<file path="src/rtl/ksa_share_ctrl.sv">
// rtl/ksa_share_ctrl.sv - round-robin sharing of one pipelined Kogge-Stone adder
// Supports single-beat adds at one per cycle and multi-beat chained adds with carry forwarding.
module ksa_share_ctrl #(
   parameter int BITS = 64,
   parameter int NREQ = 4,
   parameter int LAT  = 2,
   parameter int IDW  = 2
) (
   input  logic                 clk,
   input  logic                 rst_n,
   input  logic [NREQ-1:0]      req_valid,
   output logic [NREQ-1:0]      req_ready,
   input  logic [NREQ*BITS-1:0] req_a,
   input  logic [NREQ*BITS-1:0] req_b,
   input  logic [NREQ-1:0]      req_c,
   input  logic [NREQ-1:0]      req_more,
   output logic [BITS-1:0]      add_a,
   output logic [BITS-1:0]      add_b,
   output logic                 add_c,
   input  logic [BITS:0]        add_s,
   output logic [NREQ-1:0]      rsp_valid,
   output logic [BITS:0]        rsp_s,
   output logic                 rsp_last
);

   localparam int CW = $clog2(LAT + 1);

   typedef enum logic [1:0] {ST_ARB, ST_WAIT, ST_CHAIN} state_t;

   state_t          state;
   logic [IDW-1:0]  rrPtr;
   logic [IDW-1:0]  owner;
   logic [CW-1:0]   waitCnt;
   logic            carryReg;
   logic [LAT-1:0]  tagV;
   logic [LAT-1:0]  tagLast;
   logic [IDW-1:0]  tagId [LAT];

   logic            arbHit;
   logic [IDW-1:0]  arbId;
   logic [IDW-1:0]  idx;
   logic            issue;
   logic [IDW-1:0]  selId;
   logic            selC;
   logic            selMore;
   logic [IDW-1:0]  nextPtr;

   // Search upward from the round-robin pointer, wrapping past NREQ-1.
   always_comb begin
      arbHit = 1'b0;
      arbId  = '0;
      idx    = '0;
      for (int k = 0; k < NREQ; k++) begin
         idx = IDW'((int'(rrPtr) + k) % NREQ);
         if (!arbHit && req_valid[idx]) begin
            arbHit = 1'b1;
            arbId  = idx;
         end
      end
   end

   // During a chain only the owner can issue, and the carry comes from the previous beat.
   always_comb begin
      issue = 1'b0;
      selId = arbId;
      selC  = 1'b0;
      case (state)
         ST_ARB: begin
            issue = arbHit;
            selId = arbId;
            selC  = req_c[arbId];
         end
         ST_CHAIN: begin
            issue = req_valid[owner];
            selId = owner;
            selC  = carryReg;
         end
         default: begin
            issue = 1'b0;
         end
      endcase
      selMore = req_more[selId];
      nextPtr = (selId == IDW'(NREQ - 1)) ? '0 : selId + IDW'(1);
   end

   always_comb begin
      req_ready = '0;
      add_a     = '0;
      add_b     = '0;
      add_c     = 1'b0;
      if (issue) begin
         req_ready[selId] = 1'b1;
         add_a = req_a[int'(selId)*BITS +: BITS];
         add_b = req_b[int'(selId)*BITS +: BITS];
         add_c = selC;
      end
   end

   always_comb begin
      rsp_valid = '0;
      if (tagV[LAT-1]) rsp_valid[tagId[LAT-1]] = 1'b1;
   end

   assign rsp_s    = add_s;
   assign rsp_last = tagV[LAT-1] & tagLast[LAT-1];

   always_ff @(posedge clk or negedge rst_n) begin
      if (!rst_n) begin
         state    <= ST_ARB;
         rrPtr    <= '0;
         owner    <= '0;
         waitCnt  <= '0;
         carryReg <= 1'b0;
         tagV     <= '0;
         tagLast  <= '0;
         for (int i = 0; i < LAT; i++) tagId[i] <= '0;
      end else begin
         // Tag pipeline mirrors the adder latency regardless of FSM state.
         for (int i = LAT - 1; i > 0; i--) begin
            tagV[i]    <= tagV[i-1];
            tagLast[i] <= tagLast[i-1];
            tagId[i]   <= tagId[i-1];
         end
         tagV[0]    <= issue;
         tagLast[0] <= ~selMore;
         tagId[0]   <= selId;

         case (state)
            ST_ARB: begin
               if (issue) begin
                  if (selMore) begin
                     owner   <= selId;
                     waitCnt <= CW'(LAT);
                     state   <= ST_WAIT;
                  end else begin
                     rrPtr <= nextPtr;
                  end
               end
            end
            ST_WAIT: begin
               // Count reaches 1 in the cycle the owner's sum is on add_s.
               if (waitCnt == CW'(1)) begin
                  carryReg <= add_s[BITS];
                  state    <= ST_CHAIN;
               end else begin
                  waitCnt <= waitCnt - CW'(1);
               end
            end
            ST_CHAIN: begin
               if (issue) begin
                  if (selMore) begin
                     waitCnt <= CW'(LAT);
                     state   <= ST_WAIT;
                  end else begin
                     rrPtr <= nextPtr;
                     state <= ST_ARB;
                  end
               end
            end
            default: state <= ST_ARB;
         endcase
      end
   end

endmodule

</file>
<file path="config.mk">
export PLATFORM = sky130hd
export DESIGN_NAME = ksa_share_ctrl
export DESIGN_NICKNAME = d
export VERILOG_FILES = /design/src/rtl/ksa_share_ctrl.sv
export SDC_FILE = /design/constraint.sdc
export NUM_CORES = 1
export LEC_CHECK = 0
export ABC_AREA = 1
export BUFFER_PORTS_ARGS = -buffer_cell sky130_fd_sc_hd__buf_2
export CAP_MARGIN = 15
export CELL_PAD_IN_SITES_DETAIL_PLACEMENT = 0
export CELL_PAD_IN_SITES_GLOBAL_PLACEMENT = 1
export CORE_AREA = 5 5 308 310
export CTS_CLUSTER_DIAMETER = 30
export CTS_CLUSTER_SIZE = 12
export DETAILED_ROUTE_END_ITERATION = 10
export DIE_AREA = 0 0 313 315
export GPL_TIMING_DRIVEN = 0
export PLACE_DENSITY_LB_ADDON = 0.1
export RECOVER_POWER = 100
export SLEW_MARGIN = 20
export SYNTH_ARGS = -nofsm -noshare
export SYNTH_HDL_FRONTEND = slang
export SYNTH_SLANG_ARGS = --single-unit
</file>
<file path="constraint.sdc">
create_clock -name clk -period 4.89 [get_ports clk]
set_input_delay 1.2225 -clock clk [delete_from_list [all_inputs] [get_ports clk]]
set_output_delay 1.2225 -clock clk [all_outputs]
set_load 0.01 [all_outputs]
</file>
Word-level counts from Yosys, hierarchy flattened:

Cells that the tools add are included.

* flip-flop bits (word level): 17
* word-level logic and storage cells: 100

* mux-type cells: 45
* $add $sub $neg: 5
* $lt $le $gt $ge: 10
* shift operators: 2
* bitwise operators: 2
* equal/unequal tests: 11
* reductions and logical operators: 16

Operator list (count)
* 256-bit by 9-bit variable part select with 64-bit output: 2
* 64-bit 2-to-1 mux: 2
* 2-bit 2-to-1 mux: 13
* 2-bit by 3-bit less-than comparator with 1-bit output, second input constant: 8
* 1-bit 2-to-1 mux: 15
* 1-bit binary-select mux with 2-bit select: 7
* 2-bit != test, second input constant: 5
* 4-bit 2-to-1 mux: 2
* 4-bit AND reduction: 2
* 2-bit one-hot mux with 3 select lines: 1
* 3-bit AND reduction: 2
* 1-bit logical AND: 5
* 2-bit by 1-bit adder with 2-bit output, second input constant: 2
* 2-bit adder, second input constant: 2
* 1-bit demux with 2-bit select: 2
* 2-bit by 1-bit == test with 1-bit output, second input constant: 2
* 2-bit == test, second input constant: 2
* 2-bit by 1-bit greater-or-equal comparator with 1-bit output, second input constant: 2
* 2-bit by 1-bit != test with 1-bit output, second input constant: 2
* 1-bit one-hot mux with 2 select lines: 2
* 2-bit one-hot mux with 2 select lines: 1
* 1-bit zero test: 3
* 2-bit zero test: 1
* 2-bit AND reduction: 1
* other kinds (5): 5

Longest topological paths before layout:

* depth after elaboration: 18
* gate-level depth with buffers: 17

Worst setup path after synthesis:

OpenSTA, ideal clock, no wires.

* path kind: input to output
* from: input req_valid[2]
* to: output req_ready[2]
* slack: 0.919 ns
* buffers on the path: 2
* arrival time: 2.749 ns
* required time: 3.668 ns
* stages: 14
* cells stage by stage: inv_1 nand2_1 nand3_1 nand2_2 nor2_4 nand3_2 nand4_2 nand2_4 inv_4 buf_8 buf_2 ha_1 inv_1 nor2_1

* word-level cells in the longest chain between the ends: 18
* elaborated cells between the ends (all ways): 32
* classes of those cells: order compare (2); mux (23); reduce/logical (7)

Ends and longest elaborated chain
* start, declared: line 11 `input logic [NREQ-1:0] req_valid,`
* 1-bit binary-select mux with 2-bit select: line 55 `if (!arbHit && req_valid[idx]) begin`
* 1-bit 2-to-1 mux (implied by the code): line 55
* 1-bit 2-to-1 mux: line 55
* 1-bit zero test: line 55
* 1-bit logical AND: line 55
* 1-bit 2-to-1 mux: line 55
* 1-bit zero test: line 55
* 1-bit logical AND: line 55
* [2 not listed]
* 1-bit logical AND: line 55
* 2-bit 2-to-1 mux: line 55
* 2-bit 2-to-1 mux: line 67 `case (state)`
* 2-bit by 3-bit less-than comparator with 1-bit output (implied by the code) or 2-bit by 1-bit greater-or-equal comparator with 1-bit output (tied branches): line 92 `req_ready[selId] = 1'b1;`
* 1-bit logical AND (implied by the code): line 92
* 1-bit 2-to-1 mux (implied by the code): line 92
* 1-bit demux with 2-bit select: line 92
* 4-bit 2-to-1 mux (*): line 91 `if (issue) begin`
* end, declared: line 12 `output logic [NREQ-1:0] req_ready,`

Every way passes the cells marked *; elsewhere a longest branch is shown, timed or not. The select of a mux whose other input is x is not followed.

Final worst setup path:

* from: input req_valid[2]
* to: output add_b[49]

* word-level cells in the longest chain between the ends: 15
* elaborated cells between the ends (all ways): 28
* classes of those cells: shift (1); mux (21); reduce/logical (6)

Ends and longest elaborated chain
* 1-bit binary-select mux with 2-bit select: line 55
* 1-bit 2-to-1 mux (implied by the code): line 55
* 1-bit 2-to-1 mux: line 55
* 1-bit zero test: line 55
* 1-bit logical AND: line 55
* 1-bit 2-to-1 mux: line 55
* 1-bit zero test: line 55
* 1-bit logical AND: line 55
* 1-bit 2-to-1 mux: line 55
* 1-bit zero test: line 55
* 1-bit logical AND: line 55
* 2-bit 2-to-1 mux: line 55
* 2-bit 2-to-1 mux: line 67
* 256-bit by 9-bit variable part select with 64-bit output: line 94 `add_b = req_b[int'(selId)*BITS +: BITS];`
* 64-bit 2-to-1 mux (*): line 91
* end, declared: line 18 `output logic [BITS-1:0] add_b,`

Marked as above.

==> qor.txt <==
via count -> 10873
H-tree depth -> 1
vias in the first global route -> 11644
share of cells above drive strength 1 -> 0.4545
clock latency at the later pin of the worst-skew pair -> 0.25 ns
Final GP Congestion -> 0.7797
multi-input combinational cell area -> 5060 um2
io pins -> 794
clk slew on worst S/H paths -> 0.05 ns
die height -> 315 um
Stages on worst setup path -> 15
# clock sinks -> 17
cell type with the highest aggregate area in the netlist -> nand2_1
DR iter-0 viols -> 323
max incr delay on CP -> 0.30 ns
core area -> 91390 um2
initial antenna violation count -> 23
ys flop type -> dfrtp_1
Worst-Margin Slew -> 1.046 ns
crit path kind -> input port to output port
WL/cell -> 20.05 um
Final Max Tran Viols -> 0
Final Util -> 0.1318
FF+latch area -> 425.4 um2
# fillers -> 10986
Rows -> 111
ordered list of cells on the worst path -> buf_2 > inv_1 > nand2_1 > nand3_1 > nand2_2 > nor2_4 > nand3_1 > nand3_1 > nand3_1 > nand2_4 > buf_8 > buf_2 > o211ai_1 > a21oi_2 > buf_2
fmax -> 0.2099 GHz
Final Cycle Share -> 0.9744
reg2reg path depth -> 17
commonest non-fill, non-tap cell in the layout -> buf_2
Worst EP arrival -> 3.54 ns
CTS hold repair buffers -> 0
setup tns final -> 0 ns
CP startpoint kind -> input port
number of synthesized register bits -> 17
Post-synth ARST share -> 1.000
EDFF count, synth -> 0
outcome -> finished, final reports clean
Die Area -> 98600 um2
overall power -> 13310 uW
Synth top area share -> 0.3289
Synth Instances -> 1244
WP data required -> 3.67 ns
Pleak -> 0.006318 uW
CTS Buffer Depth -> 2
Mapped Nets -> 1840
Die Wd -> 313 um
Post-route DRC -> 0
P per Cell Area -> 1105 nW/um2
setup violators final -> 0
total iterations of the first detailed-routing run -> 4
Max Cap Viol -> 0
relative slew slack -> 0.3028
synthesized area -> 6608 um2
largest net degree at the start of global routing -> 18
Num CTS Buffers -> 3
Final Hold Fails -> 0
kind of cell adding the most delay to the critical path -> buffers and inverters
DP Wirelength -> 56.06 mm
area delta synth->final -> 82.24%
Port Buffers -> 729
Avg Synthesized Cell Area -> 5.312 um2
WP buf/inv -> 5
Tot GR Track Use -> 0.1184
Seq/Total Area, Yosys -> 0.06438
Yosys cell types -> 28
worst-path maximum fanout -> 11
vias per cell -> 3.417
Post-DRT Antenna Nets -> 0
top post-synthesis cells by area -> nand2_1 (33%), o211ai_1 (15%), a21oi_1 (9.9%), buf_4 (9.2%), or2_0 (7.6%)
Clock Skew -> 0.003018 ns
maximum VDD drop -> 0.4021 mV
RSZ-0062 raised after global routing -> yes
Root Buffer -> clkbuf_16
worst hold path class -> flip-flop to flip-flop
starting density of the core -> 0.07230
Crit-path slowest cell -> buf_2
drt total wl -> 63.81 mm
Critical Path Most Common Cell -> nand3_1
first-pass GRT wire length -> 85.80 mm
Final Net Count -> 2577
CTS tree -> done
Min Clock Period, post-route -> 4.765 ns
most frequent cells in the layout -> buf_2 (679), nand2_1 (577), o211ai_1 (130), a21oi_1 (121), buf_4 (94)
remaining global-route overflow -> 0
Crit. End Element -> output port
hold depth -> 0
yosys warns -> 0
final timing paths:
check	startpoint	end	slack (ns)
worst max register to register	rrPtr[0]	rrPtr[0]	2.40
worst min-delay path	tagId[3]	tagId[1]	0.35
worst min register to register	tagId[3]	tagId[1]	0.35
min in group asynchronous	rst_n	tagId[3]	1.14
worst max-delay path	req_valid[2]	add_b[49]	0.13
max in group asynchronous	rst_n	tagV[0]	3.12
layer usage:
layer  GRT usage  wire length [um]  vias up
met4     0.01571               692       14
met3     0.03359              5152       41
met2      0.2309             33900      433
met5           0                84        -
li1            -                 -     5487
met1      0.1298             23980     4898
state kept, by name, summed over array words and instances (netlist names):
signal / cells
carryReg: 1
owner: 2
rrPtr: 2
state: 2
tagId: 4
tagLast: 2
tagV: 2
waitCnt: 2
Yosys cell counts (4+ instances only):
master    instances
ha_1              5
clkbuf_1         18
o21ai_0           4
nand2_1         579
nor3_1            4
clkbuf_2          9
or2_0            80
a21oi_1         131
buf_4            81
inv_1            27
buf_6            10
buf_2            44
nand3_1          28
nand2_2           4
o211ai_1        130
nor2_1           10
dfrtp_1          17
or2_2            50
inv_2             4
per-stage QoR:
step           cells  hold slack (ns)  instance area [um2]  setup slack (ns)
3_3_place_gp    3159           0.3314                11740           -0.5814
3_5_place_dp    3159           0.3363                11740           -0.5761
6_report        3182           0.3465                12040            0.1254
2_1_floorplan   1244           0.3312                 6608            0.9188
5_1_grt         3174           0.3568                12020          -0.02155
4_1_cts         3165           0.3486                12020           0.01457
what timing repair did:
item	4_1_cts	5_1_grt
buffers inserted	2	1
pin swaps	3	1
cloned	0	0
endpoints found under the setup margin	127	91
resized for setup	62	30
report_power, final:
group,total [uW],internal (uW),leakage [uW],switching (uW)
sequential,270,217,0.000208,52.3
clock,167,109,0.0000410,57.0
combinational,12900,4350,0.00607,8520
total,13300,4680,0.00632,8630
cells by family (layout without fill, tap and decap cells):
group                    after synthesis  count (layout)  share of synthesized area
other                                  0              16                          0
AO/OA/AOI/OAI                        265             265                     0.2500
AND/OR/NAND/NOR                      760             760                     0.4937
adder cells (fa/ha/maj)                5               5                   0.009468
buffers and inverters                196             932                     0.1808
flip-flops                            17              17                    0.06438
multiplexers                           1               1                   0.001704
layout make-up:
type,count,share of cell area
multi-input cells,1031,0.4202
repair buffers,732,0.2981
well taps,1186,0.1232
plain buffers,164,0.1023
flip-flops and latches,17,0.03533
inverters,32,0.01081
clock buffers,3,0.006234
diodes,16,0.003325
clock inverters,1,0.0004156
Power figures use the tool's default switching activity.
